**src/rtl/mips_instr_rom_loader_if.sv**
```systemverilog
// Streaming program-load port for the instruction ROM loader.
// The master (test harness / boot streamer) presents words; the slave (loader) accepts them.
interface mips_instr_rom_loader_if;
    logic        load_valid;
    logic        load_ready;
    logic [31:0] load_data;
    logic        load_last;

    modport master (
        output load_valid,
        output load_data,
        output load_last,
        input  load_ready
    );

    modport slave (
        input  load_valid,
        input  load_data,
        input  load_last,
        output load_ready
    );
endinterface

```
**src/rtl/mips_instr_rom_loader.sv**
```systemverilog
// Instruction-side memory responder: streams a program into a word store, then serves
// byte-swapped CPU fetches from the boot vector, detects halt and counts active run cycles.
module mips_instr_rom_loader #(
    parameter logic [31:0] BASE_ADDR   = 32'hBFC00000,
    parameter int          DEPTH_WORDS = 64,
    parameter int          IDX_W       = 6
) (
    input  logic                          clk,
    input  logic                          reset,
    mips_instr_rom_loader_if.slave        load_bus,
    output logic                          loaded,
    output logic                          load_error,
    input  logic [31:0]                   instr_address,
    output logic [31:0]                   instr_readdata,
    input  logic                          cpu_active,
    output logic                          halted,
    output logic                          fetch_error,
    output logic [15:0]                   run_cycles
);

    typedef enum logic [1:0] {
        LOAD = 2'd0,
        RUN  = 2'd1,
        HALT = 2'd2
    } state_t;

    localparam logic [IDX_W:0] DEPTH_CNT = (IDX_W + 1)'(DEPTH_WORDS);
    localparam logic [IDX_W:0] LAST_IDX  = (IDX_W + 1)'(DEPTH_WORDS - 1);
    localparam logic [IDX_W:0] CNT_ONE   = (IDX_W + 1)'(1);
    localparam logic [31:0]    SPAN      = 32'(4 * DEPTH_WORDS);

    state_t           state;
    state_t           state_next;
    logic [IDX_W:0]   wcount;
    logic [31:0]      mem [DEPTH_WORDS];
    logic             handshake;
    logic [31:0]      off;
    logic [IDX_W-1:0] idx;
    logic             in_range;
    logic             aligned;
    logic             hit;
    logic [31:0]      word;

    assign load_bus.load_ready = (state == LOAD) && (wcount < DEPTH_CNT);
    assign handshake           = load_bus.load_valid && load_bus.load_ready;
    assign loaded              = (state != LOAD);

    assign off      = instr_address - BASE_ADDR;
    assign idx      = off[IDX_W+1:2];
    assign in_range = (off < SPAN);
    assign aligned  = (off[1:0] == 2'b00);
    assign hit      = loaded && aligned && in_range && ({1'b0, idx} < wcount);

    always_ff @(posedge clk) begin
        if (reset) begin
            state <= LOAD;
        end else begin
            state <= state_next;
        end
    end

    always_comb begin
        state_next = state;
        case (state)
            LOAD: begin
                if (handshake && (load_bus.load_last || (wcount == LAST_IDX))) begin
                    state_next = RUN;
                end
            end
            RUN: begin
                if ((instr_address == 32'd0) && !cpu_active) begin
                    state_next = HALT;
                end
            end
            HALT:    state_next = HALT;
            default: state_next = LOAD;
        endcase
    end

    // Store is deliberately not cleared on reset; wcount alone gates what is readable.
    always_ff @(posedge clk) begin
        if (!reset && handshake) begin
            mem[wcount[IDX_W-1:0]] <= load_bus.load_data;
        end
    end

    always_ff @(posedge clk) begin
        if (reset) begin
            wcount      <= '0;
            load_error  <= 1'b0;
            fetch_error <= 1'b0;
            halted      <= 1'b0;
            run_cycles  <= 16'd0;
        end else begin
            if (handshake) begin
                wcount <= wcount + CNT_ONE;
                if ((wcount == LAST_IDX) && !load_bus.load_last) begin
                    load_error <= 1'b1;
                end
            end
            if (state == RUN) begin
                if (in_range && !aligned) begin
                    fetch_error <= 1'b1;
                end
                if (cpu_active && (run_cycles != 16'hFFFF)) begin
                    run_cycles <= run_cycles + 16'd1;
                end
                if ((instr_address == 32'd0) && !cpu_active) begin
                    halted <= 1'b1;
                end
            end
        end
    end

    // Words are stored MSB-first and presented to the CPU with byte lanes reversed.
    always_comb begin
        word           = mem[idx];
        instr_readdata = 32'd0;
        if (hit) begin
            instr_readdata = {word[7:0], word[15:8], word[23:16], word[31:24]};
        end
    end

endmodule

```
**src/flat_wrapper.sv**
```systemverilog
// flat-port wrapper written by rule: the top's interface ports become plain ports
module mips_instr_rom_loader_flat 
#(
    parameter logic [31:0] BASE_ADDR   = 32'hBFC00000,
    parameter int          DEPTH_WORDS = 64,
    parameter int          IDX_W       = 6
)
  (clk, reset, loaded, load_error, instr_address, instr_readdata, cpu_active, halted, fetch_error, run_cycles, load_bus_load_valid, load_bus_load_data, load_bus_load_last, load_bus_load_ready);
  mips_instr_rom_loader_if load_bus_i ();
  input  logic clk;
  input  logic reset;
  output logic loaded;
  output logic load_error;
  input  logic [31:0] instr_address;
  output logic [31:0] instr_readdata;
  input  logic cpu_active;
  output logic halted;
  output logic fetch_error;
  output logic [15:0] run_cycles;
  input wire logic [$bits(load_bus_i.load_valid)-1:0] load_bus_load_valid;
  input wire logic [$bits(load_bus_i.load_data)-1:0] load_bus_load_data;
  input wire logic [$bits(load_bus_i.load_last)-1:0] load_bus_load_last;
  output wire logic [$bits(load_bus_i.load_ready)-1:0] load_bus_load_ready;
  assign load_bus_i.load_valid = load_bus_load_valid;
  assign load_bus_i.load_data = load_bus_load_data;
  assign load_bus_i.load_last = load_bus_load_last;
  assign load_bus_load_ready = load_bus_i.load_ready;
  mips_instr_rom_loader #(.BASE_ADDR(BASE_ADDR), .DEPTH_WORDS(DEPTH_WORDS), .IDX_W(IDX_W)) u_core (.clk(clk), .reset(reset), .load_bus(load_bus_i), .loaded(loaded), .load_error(load_error), .instr_address(instr_address), .instr_readdata(instr_readdata), .cpu_active(cpu_active), .halted(halted), .fetch_error(fetch_error), .run_cycles(run_cycles));
endmodule
```
**config.mk**
```make
export PLATFORM = sky130hd
export DESIGN_NAME = mips_instr_rom_loader_flat
export DESIGN_NICKNAME = d
export VERILOG_FILES = /design/src/rtl/mips_instr_rom_loader_if.sv /design/src/rtl/mips_instr_rom_loader.sv /design/src/flat_wrapper.sv
export SDC_FILE = /design/constraint.sdc
export NUM_CORES = 2
export LEC_CHECK = 0
export ABC_AREA = 0
export BUFFER_PORTS_ARGS = -buffer_cell sky130_fd_sc_hd__buf_2
export CAP_MARGIN = 20
export CORE_MARGIN = 4
export CORE_UTILIZATION = 35
export DETAILED_ROUTE_END_ITERATION = 7
export PLACE_DENSITY = 0.51
export SLEW_MARGIN = 10
export SYNTH_ARGS = -nofsm -noshare
export SYNTH_HDL_FRONTEND = slang
export SYNTH_SLANG_ARGS = --single-unit
```
**constraint.sdc**
```tcl
create_clock -name clk -period 6.9 [get_ports clk]
set_clock_uncertainty 0.2 [all_clocks]
set_input_delay 1.035 -clock clk [delete_from_list [all_inputs] [get_ports clk]]
set_output_delay 1.035 -clock clk [all_outputs]
set_load 0.03 [all_outputs]
```
Yosys cells after proc, flatten, opt, wreduce, memory -nomap -nowiden
Memories as Yosys holds them, arrays and structs flattened.
Cells that the tools add are included.
W data, S select, Z words.

word-level totals
  input bits = 69
  word-level logic and storage cells = 50
  RAM bits = 2,048
  output and inout port bits = 53
  register bits after elaboration = 28
  memories kept = 1

operators by class
  add/sub/neg operators = 3
  equal/unequal tests = 6
  reduce and logical (&&, ||, !) cells = 25
  multiplexer cells = 6
  magnitude comparators = 3

memory list
  memory      depth  width  read ports  clocked after memory_dff  wr ports  RTL line                     RTL
  u_core.mem  64     32     1           0                         1         mips_instr_rom_loader.sv:35  logic [31:0] mem [DEPTH_WORDS];

operators with widths
  operator                  number
  $logic_not A32 Y1         1
  $lt A32 B9 Y1 const B     1
  $mux W32                  1
  $sub A32 B32 Y32 const B  1
  $add A16 B1 Y16 const B   1
  $ne A16 B16 Y1 const B    1
  $logic_and A1 B1 Y1       11
  $reduce_and A2 Y1         5
  $add A7 B1 Y7 const B     1
  $eq A7 B6 Y1 const B      1
  $lt A6 B7 Y1              1
  $lt A7 B7 Y1 const B      1
  $pmux W2 S3               1
  $logic_not A1 Y1          4
  $logic_not A2 Y1          2
  $mux W2                   2
  $eq A2 B1 Y1 const B      1
  $eq A2 B2 Y1 const B      1
  $mux W1                   2
  $ne A2 B1 Y1 const B      1
  $ne A2 B2 Y1 const B      1
  $reduce_bool A2 Y1        1
  $logic_or A1 B1 Y1        1

Depth between registers and ports, before layout
  depth in word-level cells = 6
  depth in mapped cells = 10
  mapped depth without buffers = 7

Worst setup path before layout
OpenSTA, ideal clock, no wires.

  kind = register -> register
  start = reg u_core.state[0]
  end = mem u_core.mem[58][0], enable pin
  stages on the path, launching flop included = 6
  library setup time = 0.502 ns
  buffers on the path = 0
  path slack = 1.534 ns
  required time = 6.198 ns
  clock period less this slack = 5.366 ns
  data arrival time = 4.664 ns
  path through = dfxtp_1 inv_1 ha_1 nor2b_1 nand2_1 nor4_1

between the ends
  cells in the longest elaborated chain, start to end = 6

RTL lines
  what                           RTL line                     RTL
  start, declared                mips_instr_rom_loader.sv:32  state_t state;
  start signal, assigned         mips_instr_rom_loader.sv:58  state <= state_next;
  $logic_not A2 Y1               mips_instr_rom_loader.sv:44  assign load_bus.load_ready = (state == LOAD) && (wcount < DEPTH_CNT);
  $logic_and A1 B1 Y1            mips_instr_rom_loader.sv:44
  named net load_bus_load_ready  flat_wrapper.sv:23           output wire logic [$bits(load_bus_i.load_ready)-1:0] load_bus_load_ready;
  $logic_and A1 B1 Y1            mips_instr_rom_loader.sv:45  assign handshake = load_bus.load_valid && load_bus.load_ready;
  $logic_and A1 B1 Y1            mips_instr_rom_loader.sv:82  if (!reset && handshake) begin
  $mux W1                        mips_instr_rom_loader.sv:82
  $mux W1 (not written as such)  mips_instr_rom_loader.sv:83  mem[wcount[IDX_W-1:0]] <= load_bus.load_data;
  end, declared                  mips_instr_rom_loader.sv:35

The timed path passes the listed nets, and every way through them passes these cells.

Worst setup path after layout
  start = in instr_address[6]
  end = out instr_readdata[0]

between the ends
  cells in the longest elaborated chain, start to end = 5
  elaborated cells on any way between the ends = 7
  classes of those cells = 1 x add/sub; 2 x order compare; 1 x mux; 2 x reduce/logical; 1 x memory

RTL lines
  what                               RTL line                      RTL
  start, declared                    flat_wrapper.sv:14            input logic [31:0] instr_address;
  $sub A32 B32 Y32 *                 mips_instr_rom_loader.sv:48   assign off = instr_address - BASE_ADDR;
  $lt A32 B9 Y1                      mips_instr_rom_loader.sv:50   assign in_range = (off < SPAN);
  $logic_and A1 B1 Y1 (2 in series)  mips_instr_rom_loader.sv:52   assign hit = loaded && aligned && in_range && ({1'b0, idx} < wcount);
  $mux W32 *                         mips_instr_rom_loader.sv:119  if (hit) begin
  end, declared                      flat_wrapper.sv:15            output logic [31:0] instr_readdata;

Mark *: on every way between the ends. The rest lies on a longest branch, timed or not.

==> out/results.md <==
| Step | Quantity | Reported |
|:---|:---|:---|
| detailed routing | DRC violation total after the first TritonRoute iteration | 4727 |
| place | Placed inst area | 0.08537 mm2 |
| timing | Number of max-slew violations in the final report | 0 |
| setup path | Type of element launching the critical path | input port |
| yosys | Area share of the leading cell type in the synthesized netlist | 76.62% |
| detailed routing | Routed metal-1 wire length | 102.2 mm |
| yosys | Yosys warns | 0 |
| timing | Slew headroom | 24.07% |
| cts | Setup repair bufs after CTS | 0 |
| cells and area | Final nets | 3989 |
| floorplan | Floorplan die area | 0.2371 mm2 |
| global route | Pin count of the biggest net entering global routing | 93 |
| cts | Count of hold buffers inserted by post-cts repair | 0 |
| detailed routing | DR pass1 iterations | 6 |
| setup path | R2r setup slk | 2.34 ns |
| setup path | Max FO, Critical Path | 16 |
| cts | Worst-path clk slew | 0.06 ns |
| detailed routing | Drt drc | 0 |
| timing | Hold Slack | 0.2839 ns |
| floorplan | Core area | 0.2277 mm2 |
| power and ir drop | Max rail drop VDD | 248.6 uV |
| floorplan | Effective utilization at floorplan | 35.25% |
| global route | Wire length of the first global-routing pass | 325.4 mm |
| cells and area | Non-filler instance count after layout | 7106 |
| timing | Transition time at the pin with the least slew margin | 1.136 ns |
| timing | Number of setup violations in the final report | 0 |
| place | Number of cells after detailed placement | 6681 |
| place | DP Wirelength | 133.5 mm |
| cts | CTS H-Tree Depth | 4 |
| yosys | Per-instance average area after synthesis | 22.45 um2 |
| yosys | Sequential cell area fraction in the yosys report | 77.32% |
| power and ir drop | Reported leakage power | 28.94 nW |
| yosys | Flip-flop and latch count after synthesis | 2076 |
| floorplan | Overall die height | 486.9 um |
| detailed routing | Top sig layer | met5 |
| detailed routing | Final wirelength | 233.8 mm |
| floorplan | Horizontal extent of the die | 486.9 um |
| cells and area | Fin area | 0.09264 mm2 |
| power and ir drop | PwrDens | 288.3 mW/mm2 |
| yosys | Cell with the most instances after synthesis | sky130_fd_sc_hd__edfxtp_1 |
| place | Placer congestion estimate | 0.7941 |
| floorplan | Number of cell rows | 175 |
| place | Number of I/O port buffers | 121 |
| timing | Unrepaired setup endpoints after global routing | false |
| setup path | Worst Path Class, Setup | input port to output port |
| timing | Final worst path period share | 90.23% |
| timing | Post-layout min period | 6.226 ns |
| setup path | Worst Setup End Kind | output port |
| yosys | Synth async-reset ratio | 0% |
| place | Post-place setup slack | 0.7139 ns |
| global route | Aggregate global-route resource usage | 19.52% |
| global route | Number of antenna violations at the first check in global routing | 22 |
| detailed routing | Met3 routed WL | 16.08 mm |
| cts | Clock tree from TritonCTS | built |
| setup path | CP cell instances | buf_2 > inv_2 > nand2_1 > o21ai_0 > a2111oi_0 > buf_4 > buf_2 |
| cts | Clock Sink Count | 2076 |
| yosys | Post-synth design cell area | 0.08027 mm2 |
| worst hold path | HP Class | register to register |
| job | Max cap viols | 0 |
| setup path | Maximum single-stage delay on the critical path | 1.07 ns |
| cells and area | Filler cell count | 19950 |
| cells and area | Synth-to-layout area growth | 15.41% |
| yosys | Leading post-synthesis cells by cell area | sky130_fd_sc_hd__edfxtp_1 77%, sky130_fd_sc_hd__mux4_2 14%, sky130_fd_sc_hd__mux2i_1 1.1%, sky130_fd_sc_hd__a22oi_1 0.81%, sky130_fd_sc_hd__mux4_1 0.72% |
| yosys | Synthesized net count | 3655 |
| status | Status | finished clean |
| timing | Final sum of negative setup slack | 0 ns |
| timing | Post-route worst setup slack | 0.6740 ns |
| cts | Maximum root-to-sink buffer count | 3 |
| global route | Overall overflow remaining after global route | 0 |
| cts | Clock Tree Root | sky130_fd_sc_hd__clkbuf_16 |
| setup path | Most used cell, CP | sky130_fd_sc_hd__buf_2 |
| yosys | Most used flip-flop cell after synthesis | sky130_fd_sc_hd__edfxtp_1 |
| detailed routing | DR vias | 39820 |
| timing | Fin. Hold Viols | 0 |
| floorplan | I/O pins | 122 |
| yosys | Number of synthesized flops with an enable pin | 2048 |
| cells and area | Fraction of layout instances using a drive strength above 1 | 29.29% |
| cts | Post-cts gate resize count | 0 |
| yosys | Most area-hungry cell type in the Yosys netlist | sky130_fd_sc_hd__edfxtp_1 |
| detailed routing | Avg WL per Cell | 32.90 um |
| yosys | Top cells by count, synth | 2048 x sky130_fd_sc_hd__edfxtp_1, 493 x sky130_fd_sc_hd__mux4_2, 116 x sky130_fd_sc_hd__nor2_1 |
| setup path | CP required | 5.66 ns |
| setup path | Arrival time of data at the critical path endpoint | 4.99 ns |
| detailed routing | Antenna viol nets, final | 0 |
| yosys | Yosys cell types | 76 |
| detailed routing | Wire length on met2 | 110.4 mm |
| timing | F_max | 160.6 MHz |
| cts | Clock network latency to the later pin of the worst-skew pair | 0.84 ns |
| detailed routing | Avg Vias per Cell | 5.604 |
| setup path | Critical path's slowest cell | sky130_fd_sc_hd__a2111oi_0 |
| yosys | Synthesized netlist cell count | 3576 |
| global route | Vias in the first global route | 40110 |
| cts | Number of buffers created by CTS | 214 |
[critical path, delay by kind of cell]
family                 cells  cell delay [ns]
AOI/OAI and AO/OA          2             1.72
buffers and inverters      4             1.34
and+or+nand+nor            1             0.81
[kinds of logic (layout without fill, tap and decap cells)]
| family | after synthesis | count (layout) | share of synthesized area, % |
|---|---|---|---|
| and+or+nand+nor | 356 | 356 | 2.097 |
| AOI/OAI and AO/OA | 305 | 305 | 2.782 |
| DFF | 2076 | 2076 | 77.32 |
| xor gates and xnor gates | 10 | 10 | 0.1091 |
| adders and majority gates | 10 | 10 | 0.1559 |
| buffers and inverters | 213 | 727 | 1.846 |
| muxes | 606 | 606 | 15.70 |
| other | 0 | 7 | 0 |
[cell type report]
cell class | count | area [um2] | share of cell area (%)
antenna | 7 | 17.52 | 0.01891
tap | 3009 | 3765 | 4.064
multi-input combinational | 1287 | 17240 | 18.61
inverter | 14 | 52.55 | 0.05673
timing repair buffer | 317 | 2680 | 2.893
clock inverter | 130 | 1212 | 1.309
clock buffer | 266 | 5614 | 6.060
sequential | 2076 | 62060 | 66.99
[path summary, 6_finish.rpt]
| path | start | endpoint | cells after the start |
|---|---|---|---|
| worst max-delay path | instr_address[6] | instr_readdata[0] | 7 |
| worst min-delay path | u_core.state[1] | u_core.state[1] | 2 |
| worst max register to register | u_core.state[1] | u_core.mem[19][20] | 8 |
| worst min register to register | u_core.state[1] | u_core.state[1] | 2 |
[power by group]
| part | switching [W] | internal, W |
|---|---|---|
| clock | 0.00490 | 0.00645 |
| combinational | 0.000908 | 0.000501 |
| sequential | 0.0000304 | 0.0139 |
| total | 0.00584 | 0.0209 |
[sequential cells by signal, summed over array words and instances (netlist names)]
name,flops
u_core.fetch_error,1
u_core.halted,1
u_core.load_error,1
u_core.mem,2048
u_core.run_cycles,16
u_core.state,2
u_core.wcount,7
[per-layer routing]
layer	GRT usage [%]	vias to the layer above
met5	0	-
met4	4.540	6
met3	3.442	303
met2	30.97	1552
met1	28.24	21970
li1	-	15990
[per-stage QoR]
step           power (W)  util, %
3_3_place_gp     0.01560    37.45
6_report         0.02671    40.68
5_1_grt          0.02755    40.68
4_1_cts          0.02689    40.49
2_1_floorplan    0.01499        -
3_5_place_dp     0.01561    37.49
[cells in the final DEF (no fill, tap or decap), types with 22 or more instances in the layout]
cell / count
sky130_fd_sc_hd__a21oi_1: 39
sky130_fd_sc_hd__a22oi_1: 87
sky130_fd_sc_hd__a31oi_1: 25
sky130_fd_sc_hd__and3_1: 24
sky130_fd_sc_hd__buf_12: 43
sky130_fd_sc_hd__buf_2: 115
sky130_fd_sc_hd__buf_4: 153
sky130_fd_sc_hd__clkbuf_1: 49
sky130_fd_sc_hd__clkbuf_16: 217
sky130_fd_sc_hd__clkinv_1: 50
sky130_fd_sc_hd__clkinv_2: 43
sky130_fd_sc_hd__dfxtp_1: 28
sky130_fd_sc_hd__edfxtp_1: 2048
sky130_fd_sc_hd__mux2i_1: 86
sky130_fd_sc_hd__mux4_1: 22
sky130_fd_sc_hd__mux4_2: 493
sky130_fd_sc_hd__nand2_1: 85
sky130_fd_sc_hd__nand3_1: 47
sky130_fd_sc_hd__nor2_1: 56
sky130_fd_sc_hd__nor2_4: 59
sky130_fd_sc_hd__o21ai_0: 25
No activity file was read; power rests on OpenSTA's default activity.
